--- src/rtl/cross_product_arbiter_if.sv ---
// Shared vector type and the lane/unit handshake bus for the cross-product arbiter.
// Each vector component is a signed Q16.16 fixed-point value.
package cross_product_arbiter_pkg;
  typedef struct packed {
    logic signed [31:0] x;
    logic signed [31:0] y;
    logic signed [31:0] z;
  } vector3f_t;
endpackage

interface cross_product_arbiter_if
  import cross_product_arbiter_pkg::*;
#(
  parameter int num_requesters = 4,
  parameter int id_width       = $clog2(num_requesters)
);
  logic      [num_requesters-1:0] req_valid;
  vector3f_t [num_requesters-1:0] req_lhs;
  vector3f_t [num_requesters-1:0] req_rhs;
  logic      [num_requesters-1:0] req_ready;
  logic      [num_requesters-1:0] resp_valid;
  logic      [num_requesters-1:0] resp_ready;
  logic      [id_width-1:0]       resp_id;
  vector3f_t                      resp_res;
  logic                           cp_input_valid;
  vector3f_t                      cp_lhs;
  vector3f_t                      cp_rhs;
  logic                           cp_input_ready;
  logic                           cp_output_valid;
  vector3f_t                      cp_res;

  // Lanes plus the cross-product unit: everything outside the arbiter.
  modport master (
    output req_valid, req_lhs, req_rhs, resp_ready,
           cp_input_ready, cp_output_valid, cp_res,
    input  req_ready, resp_valid, resp_id, resp_res,
           cp_input_valid, cp_lhs, cp_rhs
  );

  // The arbiter itself.
  modport slave (
    input  req_valid, req_lhs, req_rhs, resp_ready,
           cp_input_ready, cp_output_valid, cp_res,
    output req_ready, resp_valid, resp_id, resp_res,
           cp_input_valid, cp_lhs, cp_rhs
  );
endinterface

--- src/rtl/cross_product_arbiter.sv ---
// Round-robin arbiter sharing one cross-product unit among the plane-fitting lanes.
// One operation is in flight at a time: accept, issue to the unit, wait, respond.
module cross_product_arbiter
  import cross_product_arbiter_pkg::*;
#(
  parameter int num_requesters = 4,
  parameter int id_width       = $clog2(num_requesters)
) (
  input  logic                         clock,
  input  logic                         reset,
  cross_product_arbiter_if.slave       bus,
  output logic [31:0]                  ops_completed
);

  localparam logic [1:0] ST_IDLE        = 2'd0;
  localparam logic [1:0] ST_ISSUE       = 2'd1;
  localparam logic [1:0] ST_WAIT_RESULT = 2'd2;
  localparam logic [1:0] ST_RESPOND     = 2'd3;

  localparam logic [id_width-1:0] last_lane = id_width'(num_requesters - 1);
  localparam logic [id_width:0]   lane_count = (id_width + 1)'(num_requesters);

  logic [1:0]                state;
  logic [id_width-1:0]       last_grant;
  logic [id_width-1:0]       grant_id;
  logic [id_width-1:0]       pick_id;
  logic                      pick_found;
  logic [id_width:0]         rr_sum;
  logic [id_width-1:0]       rr_idx;
  logic [num_requesters-1:0] grant_onehot;
  logic                      resp_accept;

  logic                      cp_input_valid_q;
  vector3f_t                 cp_lhs_q;
  vector3f_t                 cp_rhs_q;
  logic [num_requesters-1:0] resp_valid_q;
  logic [id_width-1:0]       resp_id_q;
  vector3f_t                 resp_res_q;

  // Scan lanes starting just after the last served one and take the first valid.
  always_comb begin
    pick_found = 1'b0;
    pick_id    = '0;
    rr_sum     = '0;
    rr_idx     = '0;
    for (int k = 1; k <= num_requesters; k++) begin
      rr_sum = {1'b0, last_grant} + (id_width + 1)'(k);
      if (rr_sum >= lane_count) begin
        rr_sum = rr_sum - lane_count;
      end
      rr_idx = rr_sum[id_width-1:0];
      if (!pick_found && bus.req_valid[rr_idx]) begin
        pick_found = 1'b1;
        pick_id    = rr_idx;
      end
    end
  end

  // Accept pulse is combinational so it coincides with the cycle the operands are captured.
  always_comb begin
    grant_onehot = '0;
    if (state == ST_IDLE && pick_found && !reset) begin
      grant_onehot[pick_id] = 1'b1;
    end
  end

  assign resp_accept = (state == ST_RESPOND) && bus.resp_ready[grant_id];

  // Main sequencer; cp_output_valid is only trusted after the unit has dropped ready.
  always_ff @(posedge clock or posedge reset) begin
    if (reset) begin
      state            <= ST_IDLE;
      last_grant       <= last_lane;
      grant_id         <= '0;
      cp_input_valid_q <= 1'b0;
      cp_lhs_q         <= '0;
      cp_rhs_q         <= '0;
      resp_valid_q     <= '0;
      resp_id_q        <= '0;
      resp_res_q       <= '0;
    end else begin
      case (state)
        ST_IDLE: begin
          if (pick_found) begin
            grant_id         <= pick_id;
            cp_lhs_q         <= bus.req_lhs[pick_id];
            cp_rhs_q         <= bus.req_rhs[pick_id];
            cp_input_valid_q <= 1'b1;
            state            <= ST_ISSUE;
          end
        end
        ST_ISSUE: begin
          if (!bus.cp_input_ready) begin
            cp_input_valid_q <= 1'b0;
            state            <= ST_WAIT_RESULT;
          end
        end
        ST_WAIT_RESULT: begin
          if (bus.cp_output_valid && bus.cp_input_ready) begin
            resp_res_q   <= bus.cp_res;
            resp_id_q    <= grant_id;
            resp_valid_q <= num_requesters'(1) << grant_id;
            state        <= ST_RESPOND;
          end
        end
        ST_RESPOND: begin
          if (resp_accept) begin
            resp_valid_q <= '0;
            last_grant   <= grant_id;
            state        <= ST_IDLE;
          end
        end
        default: begin
          state <= ST_IDLE;
        end
      endcase
    end
  end

  // Completed-operation counter, wraps naturally at 2^32.
  always_ff @(posedge clock or posedge reset) begin
    if (reset) begin
      ops_completed <= '0;
    end else if (resp_accept) begin
      ops_completed <= ops_completed + 32'd1;
    end
  end

  assign bus.req_ready      = grant_onehot;
  assign bus.resp_valid     = resp_valid_q;
  assign bus.resp_id        = resp_id_q;
  assign bus.resp_res       = resp_res_q;
  assign bus.cp_input_valid = cp_input_valid_q;
  assign bus.cp_lhs         = cp_lhs_q;
  assign bus.cp_rhs         = cp_rhs_q;

endmodule

--- src/flat_wrapper.sv ---
// flat-port wrapper written by rule: the top's interface ports become plain ports
module cross_product_arbiter_flat import cross_product_arbiter_pkg::*;
#(
  parameter int num_requesters = 4,
  parameter int id_width       = $clog2(num_requesters)
)
  (clock, reset, ops_completed, bus_req_valid, bus_req_lhs, bus_req_rhs, bus_resp_ready, bus_cp_input_ready, bus_cp_output_valid, bus_cp_res, bus_req_ready, bus_resp_valid, bus_resp_id, bus_resp_res, bus_cp_input_valid, bus_cp_lhs, bus_cp_rhs);
  cross_product_arbiter_if #(.num_requesters(num_requesters), .id_width(id_width)) bus_i ();
  input  logic clock;
  input  logic reset;
  output logic [31:0] ops_completed;
  input wire logic [$bits(bus_i.req_valid)-1:0] bus_req_valid;
  input wire logic [$bits(bus_i.req_lhs)-1:0] bus_req_lhs;
  input wire logic [$bits(bus_i.req_rhs)-1:0] bus_req_rhs;
  input wire logic [$bits(bus_i.resp_ready)-1:0] bus_resp_ready;
  input wire logic [$bits(bus_i.cp_input_ready)-1:0] bus_cp_input_ready;
  input wire logic [$bits(bus_i.cp_output_valid)-1:0] bus_cp_output_valid;
  input wire logic [$bits(bus_i.cp_res)-1:0] bus_cp_res;
  output wire logic [$bits(bus_i.req_ready)-1:0] bus_req_ready;
  output wire logic [$bits(bus_i.resp_valid)-1:0] bus_resp_valid;
  output wire logic [$bits(bus_i.resp_id)-1:0] bus_resp_id;
  output wire logic [$bits(bus_i.resp_res)-1:0] bus_resp_res;
  output wire logic [$bits(bus_i.cp_input_valid)-1:0] bus_cp_input_valid;
  output wire logic [$bits(bus_i.cp_lhs)-1:0] bus_cp_lhs;
  output wire logic [$bits(bus_i.cp_rhs)-1:0] bus_cp_rhs;
  assign bus_i.req_valid = bus_req_valid;
  assign bus_i.req_lhs = bus_req_lhs;
  assign bus_i.req_rhs = bus_req_rhs;
  assign bus_i.resp_ready = bus_resp_ready;
  assign bus_i.cp_input_ready = bus_cp_input_ready;
  assign bus_i.cp_output_valid = bus_cp_output_valid;
  assign bus_i.cp_res = bus_cp_res;
  assign bus_req_ready = bus_i.req_ready;
  assign bus_resp_valid = bus_i.resp_valid;
  assign bus_resp_id = bus_i.resp_id;
  assign bus_resp_res = bus_i.resp_res;
  assign bus_cp_input_valid = bus_i.cp_input_valid;
  assign bus_cp_lhs = bus_i.cp_lhs;
  assign bus_cp_rhs = bus_i.cp_rhs;
  cross_product_arbiter #(.num_requesters(num_requesters), .id_width(id_width)) u_core (.clock(clock), .reset(reset), .bus(bus_i), .ops_completed(ops_completed));
endmodule
--- config.mk ---
export PLATFORM = sky130hd
export DESIGN_NAME = cross_product_arbiter_flat
export DESIGN_NICKNAME = d
export VERILOG_FILES = /design/src/rtl/cross_product_arbiter_if.sv /design/src/rtl/cross_product_arbiter.sv /design/src/flat_wrapper.sv
export SDC_FILE = /design/constraint.sdc
export NUM_CORES = 1
export LEC_CHECK = 0
export CORE_AREA = 8 8 464 466
export CTS_BUF_LIST = sky130_fd_sc_hd__clkbuf_4
export DETAILED_ROUTE_END_ITERATION = 10
export DIE_AREA = 0 0 472 474
export GPL_TIMING_DRIVEN = 0
export HOLD_SLACK_MARGIN = 0.05
export RECOVER_POWER = 100
export SETUP_SLACK_MARGIN = 0.4
export SYNTH_ARGS = -nofsm -noshare
export SYNTH_HDL_FRONTEND = slang
export SYNTH_SLANG_ARGS = --single-unit
--- constraint.sdc ---
create_clock -name clock -period 35.8 [get_ports clock]
set_clock_uncertainty 0.2 [all_clocks]
set_input_delay 10.74 -clock clock [delete_from_list [all_inputs] [get_ports clock]]
set_output_delay 10.74 -clock clock [all_outputs]
set_load 0.05 [all_outputs]
Yosys cells after proc, flatten, opt, wreduce, memory -nomap -nowiden
Index checks and enable logic that the tools add are counted.
{"block": "word_totals", "ff_bits": 333, "input_bits": 876, "elab_cells": 105}
{"block": "classes", "add_sub_neg": 9, "magnitude_cmp": 11, "n_eq_ne": 7, "n_shift": 1, "muxes": 40, "n_reduce_logical": 21}
{"op": "$bmux W96 S2", "n": 2}
{"op": "$mux W96", "n": 2}
{"op": "$add A32 B1 Y32 const B", "n": 1}
{"op": "$mux W2", "n": 12}
{"op": "$lt A2 B3 Y1 const B", "n": 6}
{"op": "$ge A3 B3 Y1 const B", "n": 4}
{"op": "$mux W1", "n": 12}
{"op": "$mux W4", "n": 3}
{"op": "$bmux W1 S2", "n": 5}
{"op": "$logic_and A1 B1 Y1", "n": 8}
{"op": "$pmux W2 S4", "n": 1}
{"op": "$pmux W4 S2", "n": 1}
{"op": "$sub A2 B1 Y2 const B", "n": 4}
{"op": "$add A2 B2 Y3 const B", "n": 2}
{"op": "$ne A2 B1 Y1 const B", "n": 3}
{"op": "$reduce_and A2 Y1", "n": 3}
{"op": "$reduce_and A3 Y1", "n": 2}
{"op": "$eq A2 B2 Y1 const B", "n": 2}
{"op": "$logic_not A1 Y1", "n": 4}
{"op": "$reduce_and A4 Y1", "n": 1}
{"op": "$reduce_bool A2 Y1", "n": 2}
{"op": "$shl A1 B2 Y4 const A", "n": 1}
{"op": "$add A2 B1 Y3 const B", "n": 1}
{"op": "$add A2 B3 Y3 const B", "n": 1}
{"op": "6 further kinds", "n": 6}

Depth between registers and ports, before layout
{"block": "logic_depth", "word_depth": 20, "ltp_mapped": 9, "ltp_nobuf": 5}

Worst setup path before layout
OpenSTA, ideal clock, no wires.
{"block": "synth_timing", "kind": "input to output", "start": "input port bus_req_valid[1]", "end": "output port bus_req_ready[2]", "arrival_time_ns": 12.862, "required_ns": 24.860, "slack_ns": 11.998, "cell_stages": 8, "path_cell_list": "nor4_1 > nand2b_1 > buf_2 > or2_2 > clkbuf_1 > buf_2 > buf_2 > nor3_1"}
{"block": "synth_between", "elab_chain_len": 17}
{"item": "start, declared", "line_no": "flat_wrapper.sv:12", "text": "input wire logic [$bits(bus_i.req_valid)-1:0] bus_req_valid;"}
{"item": "$bmux W1 S2", "line_no": "cross_product_arbiter.sv:52", "text": "if (!pick_found && bus.req_valid[rr_idx]) begin"}
{"item": "$mux W1 (implied by the code)", "line_no": "cross_product_arbiter.sv:52"}
{"item": "$mux W1", "line_no": "cross_product_arbiter.sv:52"}
{"item": "$logic_not A1 Y1", "line_no": "cross_product_arbiter.sv:52"}
{"item": "$logic_and A1 B1 Y1", "line_no": "cross_product_arbiter.sv:52"}
{"item": "$mux W1", "line_no": "cross_product_arbiter.sv:52"}
{"item": "$logic_not A1 Y1", "line_no": "cross_product_arbiter.sv:52"}
{"item": "$logic_and A1 B1 Y1", "line_no": "cross_product_arbiter.sv:52"}
{"item": "$mux W1", "line_no": "cross_product_arbiter.sv:52"}
{"item": "$logic_not A1 Y1", "line_no": "cross_product_arbiter.sv:52"}
{"item": "$logic_and A1 B1 Y1", "line_no": "cross_product_arbiter.sv:52"}
{"item": "$mux W2", "line_no": "cross_product_arbiter.sv:52"}
{"item": "$lt A2 B3 Y1 (implied by the code) / $ge A2 B1 Y1 (equally long branches)", "line_no": "cross_product_arbiter.sv:63", "text": "grant_onehot[pick_id] = 1'b1;"}
{"item": "$logic_and A1 B1 Y1 (implied by the code)", "line_no": "cross_product_arbiter.sv:63"}
{"item": "$mux W1 (implied by the code)", "line_no": "cross_product_arbiter.sv:63"}
{"item": "$demux W1 S2"}
{"item": "$mux W4 *", "line_no": "cross_product_arbiter.sv:62", "text": "if (state == ST_IDLE && pick_found && !reset) begin"}
{"item": "end, declared", "line_no": "flat_wrapper.sv:19", "text": "output wire logic [$bits(bus_i.req_ready)-1:0] bus_req_ready;"}
Mark *: on every way between the ends. The rest lies on a longest branch, timed or not. The select of a mux whose other input is x is not followed.

Worst setup path after layout
{"block": "layout_timing", "start": "input port bus_req_valid[3]", "end": "output port bus_req_ready[3]"}
Same word-level chain as after synthesis.

==> results.yml <==
outcome:
  status: "complete, but fails checks"
  violations: "capacitance limit, slew limit"
cts:
  postCtsResizedCells: 0
  clockBufferDepth: 3
  cts_tree: "done"
  cts_setup_buffers: 0
  h-tree-depth: 3
  cts_root_buf: "clkbuf_4"
  cts_sinks: 333
  clk_pin_slew_ps: 70
  ctsHoldBuffers: 0
  clk_latency_ps: 1090
  cts_buffers: 109
floorplanning:
  start_util: 0.08319
  dieWidth_um: 472
  core_area_um2: 208100
  die_height_um: 474
  io_pins: 1207
  rows: 168
  dieArea_um2: 223700
timing:
  slew_headroom: -3.231
  worstMarginPinSlew_ps: 6346
  fin_crit_sh: 0.7867
  timing.hold.ws_ps: 276.3
  layout_setup_ws_ps: 7637
  finalCriticalPeriod_ps: 28160
  hold_violations: 0
  drv_slew: 363
  rsz0062_at_grt: "no"
  finalSetupViolCount: 0
  setup-tns-final_ps: 0
  max_clock_freq_mhz: 35.51
critical_path:
  cpMaxStageDelayCell: "nor4_1"
  cpPeakStageDelay_ps: 1140
  cp_data_arrival_time_ps: 17220
  crit_chain: "dlygate4sd3_1 > nor4_1 > nand2b_1 > clkbuf_1 > or2_2 > clkbuf_1 > clkbuf_1 > clkbuf_1 > nor3_1 > dlygate4sd3_1"
  path_class: "in2out"
  critPathBufInv: 6
  cp-start-kind: "input pin"
  critPathRequiredTime_ps: 24860
  path_max_fanout: 10
  crit_path_end_kind: "output port"
  cp_top_family: "buffers and inverters"
  critPathMostFrequentCell: "clkbuf_1"
global_route:
  grt.overflow.total: 0
  grt_pass1_vias: 21020
  antenna_found_initial: 165
  grt_pass1_wl_mm: 248.5
  grt_max_degree: 104
  track_usage: 0.1732
yosys:
  syn_avg_cell_area_um2: 11.72
  yosysWarnings: 0
  synth_nets: 2358
  ys_seq_area_frac: 0.4815
  syn_inst: 1477
  syn_area_um2: 17310
  synthDistinctLibCells: 43
  synth.ff_latch_count: 333
power_and_ir_drop:
  leakage_uw: 0.01401
  power_uw: 2978
  worst_ir_drop_vdd_uv: 58.25
  power_density_nw_per_um2: 86.91
placement:
  dp_slack_ps: 8657
  dpl.hpwl_mm: 179.2
  finalWeightedCongestion: 0.9733
  io_buffers: 1206
finish:
  fin_nets: 3680
  drive_above_1_share: 0.1156
  layout_common_cells: "clkdlybuf4s50_1, mux2i_1, dlygate4sd3_1"
  area_growth_pct: 97.95
  seqCellArea_um2: 8335
  fill_cells: 23310
  multi_input_area_um2: 8369
  final_common_cell: "clkdlybuf4s50_1"
detailed_routing:
  first_pass_iters: 5
  antenna_left: 0
  drc: 0
  dr_total_vias: 20140
  wl_per_cell_um: 35.93
  wirelength_mm: 203.1
  viasPerCell: 3.562
  drtIter0Drc: 1434
flow_run:
  cap_violations: 6
hold_path:
  hp-class: "reg2reg"
logic make-up after synthesis:
kind of cell	Yosys count	share of synthesized area
buffers and inverters	129	0.03447
and+or+nand+nor	284	0.07076
AOI/OAI and AO/OA	205	0.1020
adders and majority gates	5	0.003614
muxes	490	0.2916
xor gates and xnor gates	31	0.01612
DFF	333	0.4815
final cells by class:
| type | instances | area share |
|---|---|---|
| Antenna cell | 69 | 0.005039 |
| Buffer | 122 | 0.01574 |
| Clock buffer | 139 | 0.03045 |
| Clock inverter | 37 | 0.007959 |
| Inverter | 7 | 0.0008032 |
| Multi-Input combinational cell | 1015 | 0.2442 |
| Sequential cell | 333 | 0.2432 |
| Tap cell | 2720 | 0.09931 |
| Timing Repair Buffer | 1211 | 0.3532 |
through the flow:
step	std cells	utilization	area, um^2
global placement	5403	0.1576	32790
detailed placement	5408	0.1582	32920
floorplan	1477	-	17310
finish	5653	0.1647	34270
CTS	5584	0.1645	34230
global route	5620	0.1643	34190
power breakdown:
group | leakage [uW] | switching [uW] | internal (uW)
Combinational | 0.00911 | 1340 | 562
Sequential | 0.00413 | 102 | 550
Clock | 0.000774 | 224 | 203
registers in the layout (all words and copies together), names as in the netlist:
name / count
u_core.bus.cp_lhs: 96
u_core.bus.cp_rhs: 96
u_core.bus.resp_res: 96
u_core.ops_completed: 32
u_core.bus.resp_valid: 4
u_core.bus.resp_id: 2
u_core.grant_id: 2
u_core.last_grant: 2
u_core.state: 2
u_core.bus.cp_input_valid: 1
routing by layer:
layer | wire length, um | global-route usage | vias up
met2 | 95160 | 0.2854 | 1496
met5 | 361 | 0 | -
met4 | 8757 | 0.07231 | 56
met3 | 21980 | 0.07779 | 412
met1 | 76860 | 0.1946 | 9845
li1 | - | - | 8327
final timing paths:
kind	startpoint	endpoint	slack, ps	depth (start not counted)
max	bus_req_valid[3]	bus_req_ready[3]	7640	10
min	u_core.ops_completed[31]$_DFFE_PP0P_	u_core.ops_completed[31]$_DFFE_PP0P_	280	1
max reg2reg	u_core.state[0]$_DFFE_PP0P_	u_core.bus.cp_lhs[10]$_DFFE_PP0P_	30560	9
min reg2reg	u_core.ops_completed[31]$_DFFE_PP0P_	u_core.ops_completed[31]$_DFFE_PP0P_	280	1
max in group asynchronous	reset	u_core.bus.cp_rhs[25]$_DFFE_PP0P_	17590	3
min in group asynchronous	reset	u_core.bus.cp_rhs[86]$_DFFE_PP0P_	10780	2
cells in the mapped netlist:
library cell | count | area [um^2]
mux4_2 | 1 | 22.52
buf_4 | 2 | 15.01
o22ai_1 | 1 | 6.260
o211a_1 | 1 | 10.01
or3_4 | 1 | 11.26
nor2b_1 | 1 | 6.260
nor3_1 | 11 | 55.05
clkbuf_1 | 40 | 150.1
or3_1 | 1 | 6.260
ha_1 | 5 | 62.56
nor2_1 | 6 | 22.52
mux2i_1 | 385 | 3854
buf_2 | 78 | 390.4
xor2_1 | 8 | 70.07
a31o_2 | 1 | 8.760
a22o_1 | 1 | 8.760
buf_1 | 1 | 3.750
or2_2 | 2 | 12.51
and4_1 | 3 | 26.28
a21oi_1 | 3 | 15.01
xnor2_1 | 22 | 192.7
nand2b_1 | 5 | 31.28
or4_4 | 1 | 11.26
and2b_1 | 1 | 7.510
a22oi_1 | 1 | 7.510
dfstp_2 | 2 | 52.55
o21ai_0 | 4 | 20.02
dfrtp_1 | 331 | 8283
nand4_1 | 11 | 68.82
o221ai_1 | 192 | 1682
nor3b_1 | 2 | 15.01
o211ai_1 | 1 | 7.510
inv_1 | 7 | 26.28
nor4_2 | 1 | 12.51
and3b_1 | 1 | 8.760
buf_6 | 1 | 11.26
mux2_2 | 104 | 1171
nor4_1 | 4 | 25.02
nand3_1 | 11 | 55.05
nand3_4 | 1 | 17.52
nand2_1 | 220 | 825.8
xnor2_2 | 1 | 16.27
and3_1 | 1 | 6.260
Power figures use the tool's default switching activity.
